--- src/rtl/mem_access_unit_if.sv ---
// Data-memory request bus: req/gnt handshake with a separate rvalid read return.
// The access unit drives the request side as master; the memory is the slave.
interface mem_access_unit_if;
  localparam int unsigned AW = 30;
  localparam int unsigned DW = 32;
  localparam int unsigned BW = DW / 8;

  logic          DmReq;
  logic [AW-1:0] DmAddr;
  logic [BW-1:0] DmWe;
  logic [DW-1:0] DmWdata;
  logic          DmGnt;
  logic          DmRvalid;
  logic [DW-1:0] DmRdata;

  modport master (
    output DmReq, DmAddr, DmWe, DmWdata,
    input  DmGnt, DmRvalid, DmRdata
  );

  modport slave (
    input  DmReq, DmAddr, DmWe, DmWdata,
    output DmGnt, DmRvalid, DmRdata
  );
endinterface

--- src/rtl/mem_access_unit.sv ---
// MEM-stage data-memory access controller: issues one word access per memory
// instruction, lane-aligns stores, stalls the pipe while busy and owns MEM/WB load fields.
module mem_access_unit (
  input  logic                CPU_CLK,
  input  logic                CPU_RST_N,
  input  logic [31:0]         AluOutM,
  input  logic [31:0]         StoreDataM,
  input  logic [2:0]          RegWriteM,
  input  logic [1:0]          StoreTypeM,
  output logic                StallM,
  mem_access_unit_if.master   dm,
  output logic [31:0]         LoadWordW,
  output logic [1:0]          LoadedBytesSelectW,
  output logic [2:0]          RegWriteW,
  output logic                MisalignErrW
);

  localparam int unsigned AW = 30;
  localparam int unsigned DW = 32;
  localparam int unsigned BW = DW / 8;

  localparam logic [2:0] RW_NONE  = 3'd0;
  localparam logic [2:0] RW_LB    = 3'd1;
  localparam logic [2:0] RW_LH    = 3'd2;
  localparam logic [2:0] RW_LW    = 3'd3;
  localparam logic [2:0] RW_LBU   = 3'd5;
  localparam logic [2:0] RW_LHU   = 3'd6;

  localparam logic [1:0] ST_NONE  = 2'd0;
  localparam logic [1:0] ST_SB    = 2'd1;
  localparam logic [1:0] ST_SH    = 2'd2;
  localparam logic [1:0] ST_SW    = 2'd3;

  localparam logic [1:0] S_IDLE   = 2'd0;
  localparam logic [1:0] S_REQ    = 2'd1;
  localparam logic [1:0] S_WAIT   = 2'd2;
  localparam logic [1:0] S_DONE   = 2'd3;

  logic [1:0]    state_q, state_d;
  logic          req_q, req_d;
  logic [AW-1:0] addr_q, addr_d;
  logic [BW-1:0] we_q, we_d;
  logic [DW-1:0] wdata_q, wdata_d;
  logic          ld_q, ld_d;
  logic [DW-1:0] word_q, word_d;

  logic          is_load;
  logic          is_store;
  logic          misaligned;
  logic          access_ok;
  logic [BW-1:0] lane_we;
  logic [DW-1:0] lane_wdata;

  // Instruction classification from the MEM-stage controls.
  assign is_load  = RegWriteM inside {RW_LB, RW_LH, RW_LW, RW_LBU, RW_LHU};
  assign is_store = (StoreTypeM != ST_NONE);

  always_comb begin
    misaligned = 1'b0;
    case (RegWriteM)
      RW_LH, RW_LHU: misaligned = AluOutM[0];
      RW_LW:         misaligned = |AluOutM[1:0];
      default:       ;
    endcase
    case (StoreTypeM)
      ST_SH:   misaligned = misaligned | AluOutM[0];
      ST_SW:   misaligned = misaligned | (|AluOutM[1:0]);
      default: ;
    endcase
  end

  assign access_ok = (is_load | is_store) & ~misaligned;

  // Replicate store data across lanes and enable only the addressed bytes.
  always_comb begin
    lane_we    = '0;
    lane_wdata = '0;
    case (StoreTypeM)
      ST_SB: begin
        lane_we    = BW'(4'b0001 << AluOutM[1:0]);
        lane_wdata = {4{StoreDataM[7:0]}};
      end
      ST_SH: begin
        lane_we    = AluOutM[1] ? 4'b1100 : 4'b0011;
        lane_wdata = {2{StoreDataM[15:0]}};
      end
      ST_SW: begin
        lane_we    = 4'b1111;
        lane_wdata = StoreDataM;
      end
      default: ;
    endcase
  end

  // Stall covers the issuing IDLE cycle and every cycle until the access completes.
  assign StallM = ((state_q == S_IDLE) & access_ok) |
                  (state_q == S_REQ) |
                  (state_q == S_WAIT);

  // Next-state and registered-output logic.
  always_comb begin
    state_d = state_q;
    req_d   = req_q;
    addr_d  = addr_q;
    we_d    = we_q;
    wdata_d = wdata_q;
    ld_d    = ld_q;
    word_d  = word_q;
    case (state_q)
      S_IDLE: begin
        if (access_ok) begin
          state_d = S_REQ;
          req_d   = 1'b1;
          addr_d  = AluOutM[31:2];
          we_d    = lane_we;
          wdata_d = lane_wdata;
          ld_d    = is_load;
        end
      end
      S_REQ: begin
        if (dm.DmGnt) begin
          req_d = 1'b0;
          if (!ld_q) begin
            state_d = S_DONE;
          end else if (dm.DmRvalid) begin
            word_d  = dm.DmRdata;
            state_d = S_DONE;
          end else begin
            state_d = S_WAIT;
          end
        end
      end
      S_WAIT: begin
        if (dm.DmRvalid) begin
          word_d  = dm.DmRdata;
          state_d = S_DONE;
        end
      end
      S_DONE: begin
        state_d = S_IDLE;
      end
      default: begin
        state_d = S_IDLE;
        req_d   = 1'b0;
      end
    endcase
  end

  always_ff @(posedge CPU_CLK or negedge CPU_RST_N) begin
    if (!CPU_RST_N) begin
      state_q <= S_IDLE;
      req_q   <= 1'b0;
      addr_q  <= '0;
      we_q    <= '0;
      wdata_q <= '0;
      ld_q    <= 1'b0;
      word_q  <= '0;
    end else begin
      state_q <= state_d;
      req_q   <= req_d;
      addr_q  <= addr_d;
      we_q    <= we_d;
      wdata_q <= wdata_d;
      ld_q    <= ld_d;
      word_q  <= word_d;
    end
  end

  assign dm.DmReq   = req_q;
  assign dm.DmAddr  = addr_q;
  assign dm.DmWe    = we_q;
  assign dm.DmWdata = wdata_q;

  // MEM/WB fields advance with the pipe; the load word only changes on a completed load.
  always_ff @(posedge CPU_CLK or negedge CPU_RST_N) begin
    if (!CPU_RST_N) begin
      LoadWordW          <= '0;
      LoadedBytesSelectW <= '0;
      RegWriteW          <= RW_NONE;
      MisalignErrW       <= 1'b0;
    end else if (!StallM) begin
      RegWriteW          <= misaligned ? RW_NONE : RegWriteM;
      LoadedBytesSelectW <= AluOutM[1:0];
      MisalignErrW       <= misaligned;
      if ((state_q == S_DONE) && ld_q) begin
        LoadWordW <= word_q;
      end
    end
  end

endmodule
--- src/flat_wrapper.sv ---
// flat-port wrapper written by rule: the top's interface ports become plain ports
module mem_access_unit_flat 
  (CPU_CLK, CPU_RST_N, AluOutM, StoreDataM, RegWriteM, StoreTypeM, StallM, LoadWordW, LoadedBytesSelectW, RegWriteW, MisalignErrW, dm_DmReq, dm_DmAddr, dm_DmWe, dm_DmWdata, dm_DmGnt, dm_DmRvalid, dm_DmRdata);
  mem_access_unit_if dm_i ();
  input  logic CPU_CLK;
  input  logic CPU_RST_N;
  input  logic [31:0] AluOutM;
  input  logic [31:0] StoreDataM;
  input  logic [2:0] RegWriteM;
  input  logic [1:0] StoreTypeM;
  output logic StallM;
  output logic [31:0] LoadWordW;
  output logic [1:0] LoadedBytesSelectW;
  output logic [2:0] RegWriteW;
  output logic MisalignErrW;
  output wire logic [$bits(dm_i.DmReq)-1:0] dm_DmReq;
  output wire logic [$bits(dm_i.DmAddr)-1:0] dm_DmAddr;
  output wire logic [$bits(dm_i.DmWe)-1:0] dm_DmWe;
  output wire logic [$bits(dm_i.DmWdata)-1:0] dm_DmWdata;
  input wire logic [$bits(dm_i.DmGnt)-1:0] dm_DmGnt;
  input wire logic [$bits(dm_i.DmRvalid)-1:0] dm_DmRvalid;
  input wire logic [$bits(dm_i.DmRdata)-1:0] dm_DmRdata;
  assign dm_DmReq = dm_i.DmReq;
  assign dm_DmAddr = dm_i.DmAddr;
  assign dm_DmWe = dm_i.DmWe;
  assign dm_DmWdata = dm_i.DmWdata;
  assign dm_i.DmGnt = dm_DmGnt;
  assign dm_i.DmRvalid = dm_DmRvalid;
  assign dm_i.DmRdata = dm_DmRdata;
  mem_access_unit u_core (.CPU_CLK(CPU_CLK), .CPU_RST_N(CPU_RST_N), .AluOutM(AluOutM), .StoreDataM(StoreDataM), .RegWriteM(RegWriteM), .StoreTypeM(StoreTypeM), .StallM(StallM), .dm(dm_i), .LoadWordW(LoadWordW), .LoadedBytesSelectW(LoadedBytesSelectW), .RegWriteW(RegWriteW), .MisalignErrW(MisalignErrW));
endmodule
--- config.mk ---
export PLATFORM = sky130hd
export DESIGN_NAME = mem_access_unit_flat
export DESIGN_NICKNAME = d
export VERILOG_FILES = /design/src/rtl/mem_access_unit_if.sv /design/src/rtl/mem_access_unit.sv /design/src/flat_wrapper.sv
export SDC_FILE = /design/constraint.sdc
export NUM_CORES = 1
export LEC_CHECK = 0
export ABC_CLOCK_PERIOD_IN_PS = 3100
export CELL_PAD_IN_SITES_DETAIL_PLACEMENT = 1
export CELL_PAD_IN_SITES_GLOBAL_PLACEMENT = 1
export CORE_MARGIN = 1
export CORE_UTILIZATION = 39
export DETAILED_ROUTE_END_ITERATION = 12
export PLACE_DENSITY = 0.91
export SLEW_MARGIN = 0
export SYNTH_ARGS = -nofsm -noshare
export SYNTH_HDL_FRONTEND = slang
export SYNTH_SLANG_ARGS = --single-unit
--- constraint.sdc ---
create_clock -name CPU_CLK -period 3.1 [get_ports CPU_CLK]
set_input_delay 0.31 -clock CPU_CLK [delete_from_list [all_inputs] [get_ports CPU_CLK]]
set_output_delay 0.31 -clock CPU_CLK [all_outputs]
set_load 0.01 [all_outputs]
==> out/qor.yml <==
final_layout:
  layout.cells.most_common_list: "clkdlybuf4s50_1, dfrtp_1, mux2_2"
  fillers: 1480
  syn2layout_area_growth_pct: 47.8
  layout_commonest_cell: "clkdlybuf4s50_1"
  drive_above_1_share: 0.285
  nets: 739
placement:
  place_congestion: 0.780
  place.port_buffers: 210
  hpwl_um: 12500
routing:
  num_vias: 4219
  post_drt_wl_per_cell_um: 20.4
  drt_wl_total_um: 17400
  drc: 0
  firstDrtPassIters: 4
  postRouteAntennaNets: 0
  drt-vias-per-instance: 4.93
  drt_iter0_drc: 181
worst_setup_path:
  crit_chain: "inv_1 -> ha_1 -> inv_1 -> a31o_2 -> o21ai_2 -> clkdlybuf4s50_1"
  cp.arrival_ns: 2.50
  timing.rr.start: "u_core.state_q[0]"
  cp-end-kind: "primary output"
  crit_path_frequent_cell: "inv_1"
  crit_fanout: 6
  worstPathRequired_ns: 2.79
  rr_worst_depth: 7
  max_stage_delay_ns: 0.62
  crit_type: "flop to primary output"
  setup.worst_path.start: "u_core.state_q[0]"
  crit_path_start_kind: "flop"
  cp_slowest_cell: "clkdlybuf4s50_1"
timing:
  setup-tns-final_ns: 0
  min_period_ns: 2.81
  period_share: 0.905
  worst_pin_slew_ns: 0.724
  finalSetupViolations: 0
  max_freq_ghz: 0.356
  slew_violations: 0
  rsz0062_at_grt: "false"
  hold_viol: 0
  slew-limit-headroom: 0.518
  hold-worst-slack_ns: 0.499
  fin_worst_skew_ns: 0.00596
synth:
  syn_area_per_cell_um2: 14.9
  synthArstFlopShare: 1.00
  synth-edff-count: 0
  yosysWarnings: 0
  ys_seq_area_frac: 0.571
  synthCells: 411
  ys_seq_elements: 140
  syn_area_um2: 6130
  ys_types: 36
  ys.flop_type: "dfrtp_1"
  synthesis.nets: 520
clocking:
  postCtsHoldBufs: 1
  htreeDepth: 4
  cts_buffers: 17
  clk_path_buf_depth: 2
  worstSkewPairLatency_ns: 0.42
  cts_tree: "built"
  cts.reportedPaths.clkPinSlew_ns: 0.05
  clock-sinks: 140
  root_buffer: "clkbuf_16"
  cts_setup_buffers: 0
  cts_resized: 0
die:
  start_util: 0.402
  row_count: 45
  die_x_um: 127
  ios: 211
  core_um2: 15300
  fp.dieArea_um2: 16200
  die_height_um: 127
global_route:
  grt_pass1_vias: 4914
  grt_pass1_wl_um: 27800
  antenna_found_initial: 1
  grt_max_degree: 78
  grt.overflow.total: 0
  track_usage: 0.229
power_and_ir_drop:
  switching_share: 0.306
  p_sw_mw: 2.86
  ir_drop_v: 0.000560
  power.density_nw_per_um2: 1030
  power_frac_comb: 0.428
  power_leakage_nw: 3.97
  totalPowerFinal_mw: 9.32
  sequentialPowerShare: 0.358
  p_clk_frac: 0.214
  intPower_mw: 6.47
hold_path:
  hold_start: "u_core.word_q[19]"
  min_path_cells: 1
  hp-class: "flop to flop"
job:
  maxCapViolations: 0
status:
  status: "finished, final reports clean"
## cell type report
| class | count | area, um2 | area share |
|---|---|---|---|
| antenna | 1 | 2.50 | 0.000276 |
| clock buffer | 22 | 464 | 0.0512 |
| clock inverter | 10 | 116 | 0.0128 |
| inverter | 10 | 37.5 | 0.00414 |
| multi-input combinational | 241 | 2450 | 0.271 |
| sequential | 140 | 3500 | 0.387 |
| tap | 211 | 264 | 0.0291 |
| timing repair buffer | 220 | 2220 | 0.245 |
## through the flow
step	cell area [um2]	worst slack, ns	util	std cells
2_1_floorplan	6130	1.21	-	411
3_3_place_gp	8470	0.543	0.555	821
3_5_place_dp	8470	0.470	0.555	821
4_1_cts	9060	0.268	0.594	854
5_1_grt	9060	0.170	0.594	855
6_report	9060	0.294	0.594	855
## power groups by stage
stage | Clock (mW) | Sequential [mW] | Combinational, mW
after global routing | 2.11 | 3.44 | 4.25
after CTS | 2.04 | 3.35 | 4.05
final | 1.99 | 3.33 | 3.99
after global placement | 0 | 3.21 | 3.83
after floorplan | 0 | 3.50 | 1.76
after detailed placement | 0 | 3.34 | 4.00
## state kept, by name (all words and copies together), names as in the netlist
register                   count
u_core.LoadWordW              32
u_core.dm.DmWdata             32
u_core.word_q                 32
u_core.dm.DmAddr              30
u_core.dm.DmWe                 4
u_core.RegWriteW               3
u_core.LoadedBytesSelectW      2
u_core.state_q                 2
u_core.MisalignErrW            1
u_core.dm.DmReq                1
u_core.ld_q                    1
## worst paths after layout
| kind | to | slack, ns |
|---|---|---|
| max in group asynchronous | u_core.LoadWordW[0] | 1.74 |
| setup / recovery | StallM | 0.29 |
| hold / removal | u_core.LoadWordW[19] | 0.50 |
| hold reg to reg | u_core.LoadWordW[19] | 0.50 |
| setup reg to reg | u_core.LoadWordW[0] | 0.89 |
| min in group asynchronous | u_core.dm.DmAddr[21] | 0.53 |
## logic make-up after synthesis
| group | count (synthesis) | share of synthesized area |
|---|---|---|
| AO/OA/AOI/OAI | 49 | 0.0578 |
| multiplexers | 149 | 0.301 |
| AND/OR/NAND/NOR | 39 | 0.0339 |
| adder cells (fa/ha/maj) | 4 | 0.00816 |
| buffers and inverters | 30 | 0.0282 |
| flip-flops | 140 | 0.571 |
## worst max-delay path, delay by kind of cell, from the launching register on
kind | cells | cell delay (ns)
AOI/OAI and AO/OA | 2 | 0.58
adders and majority gates | 1 | 0.23
buffers and inverters | 3 | 0.85
DFF | 1 | 0.42
## synth_stat cells, types with 4 or more instances
master	number	area share
mux2_4	49	0.12
o21ai_0	24	0.020
inv_1	10	0.0061
mux2i_1	15	0.024
ha_1	4	0.0082
and2_1	9	0.0092
buf_6	6	0.011
nand2_1	17	0.010
a22o_1	7	0.010
dfrtp_1	140	0.57
a21oi_1	5	0.0041
clkbuf_1	6	0.0037
mux2_2	85	0.16
buf_2	4	0.0033
## routing by layer
layer	vias up	share of wire	wire (um)	global-route usage
li1	1895	-	-	-
met1	2156	0.38	6600	0.255
met2	141	0.55	9530	0.417
met3	27	0.052	898	0.0578
met4	0	0.022	382	0.0896
met5	-	0	0	0
Note: power is estimated with default switching activity, not from simulation.
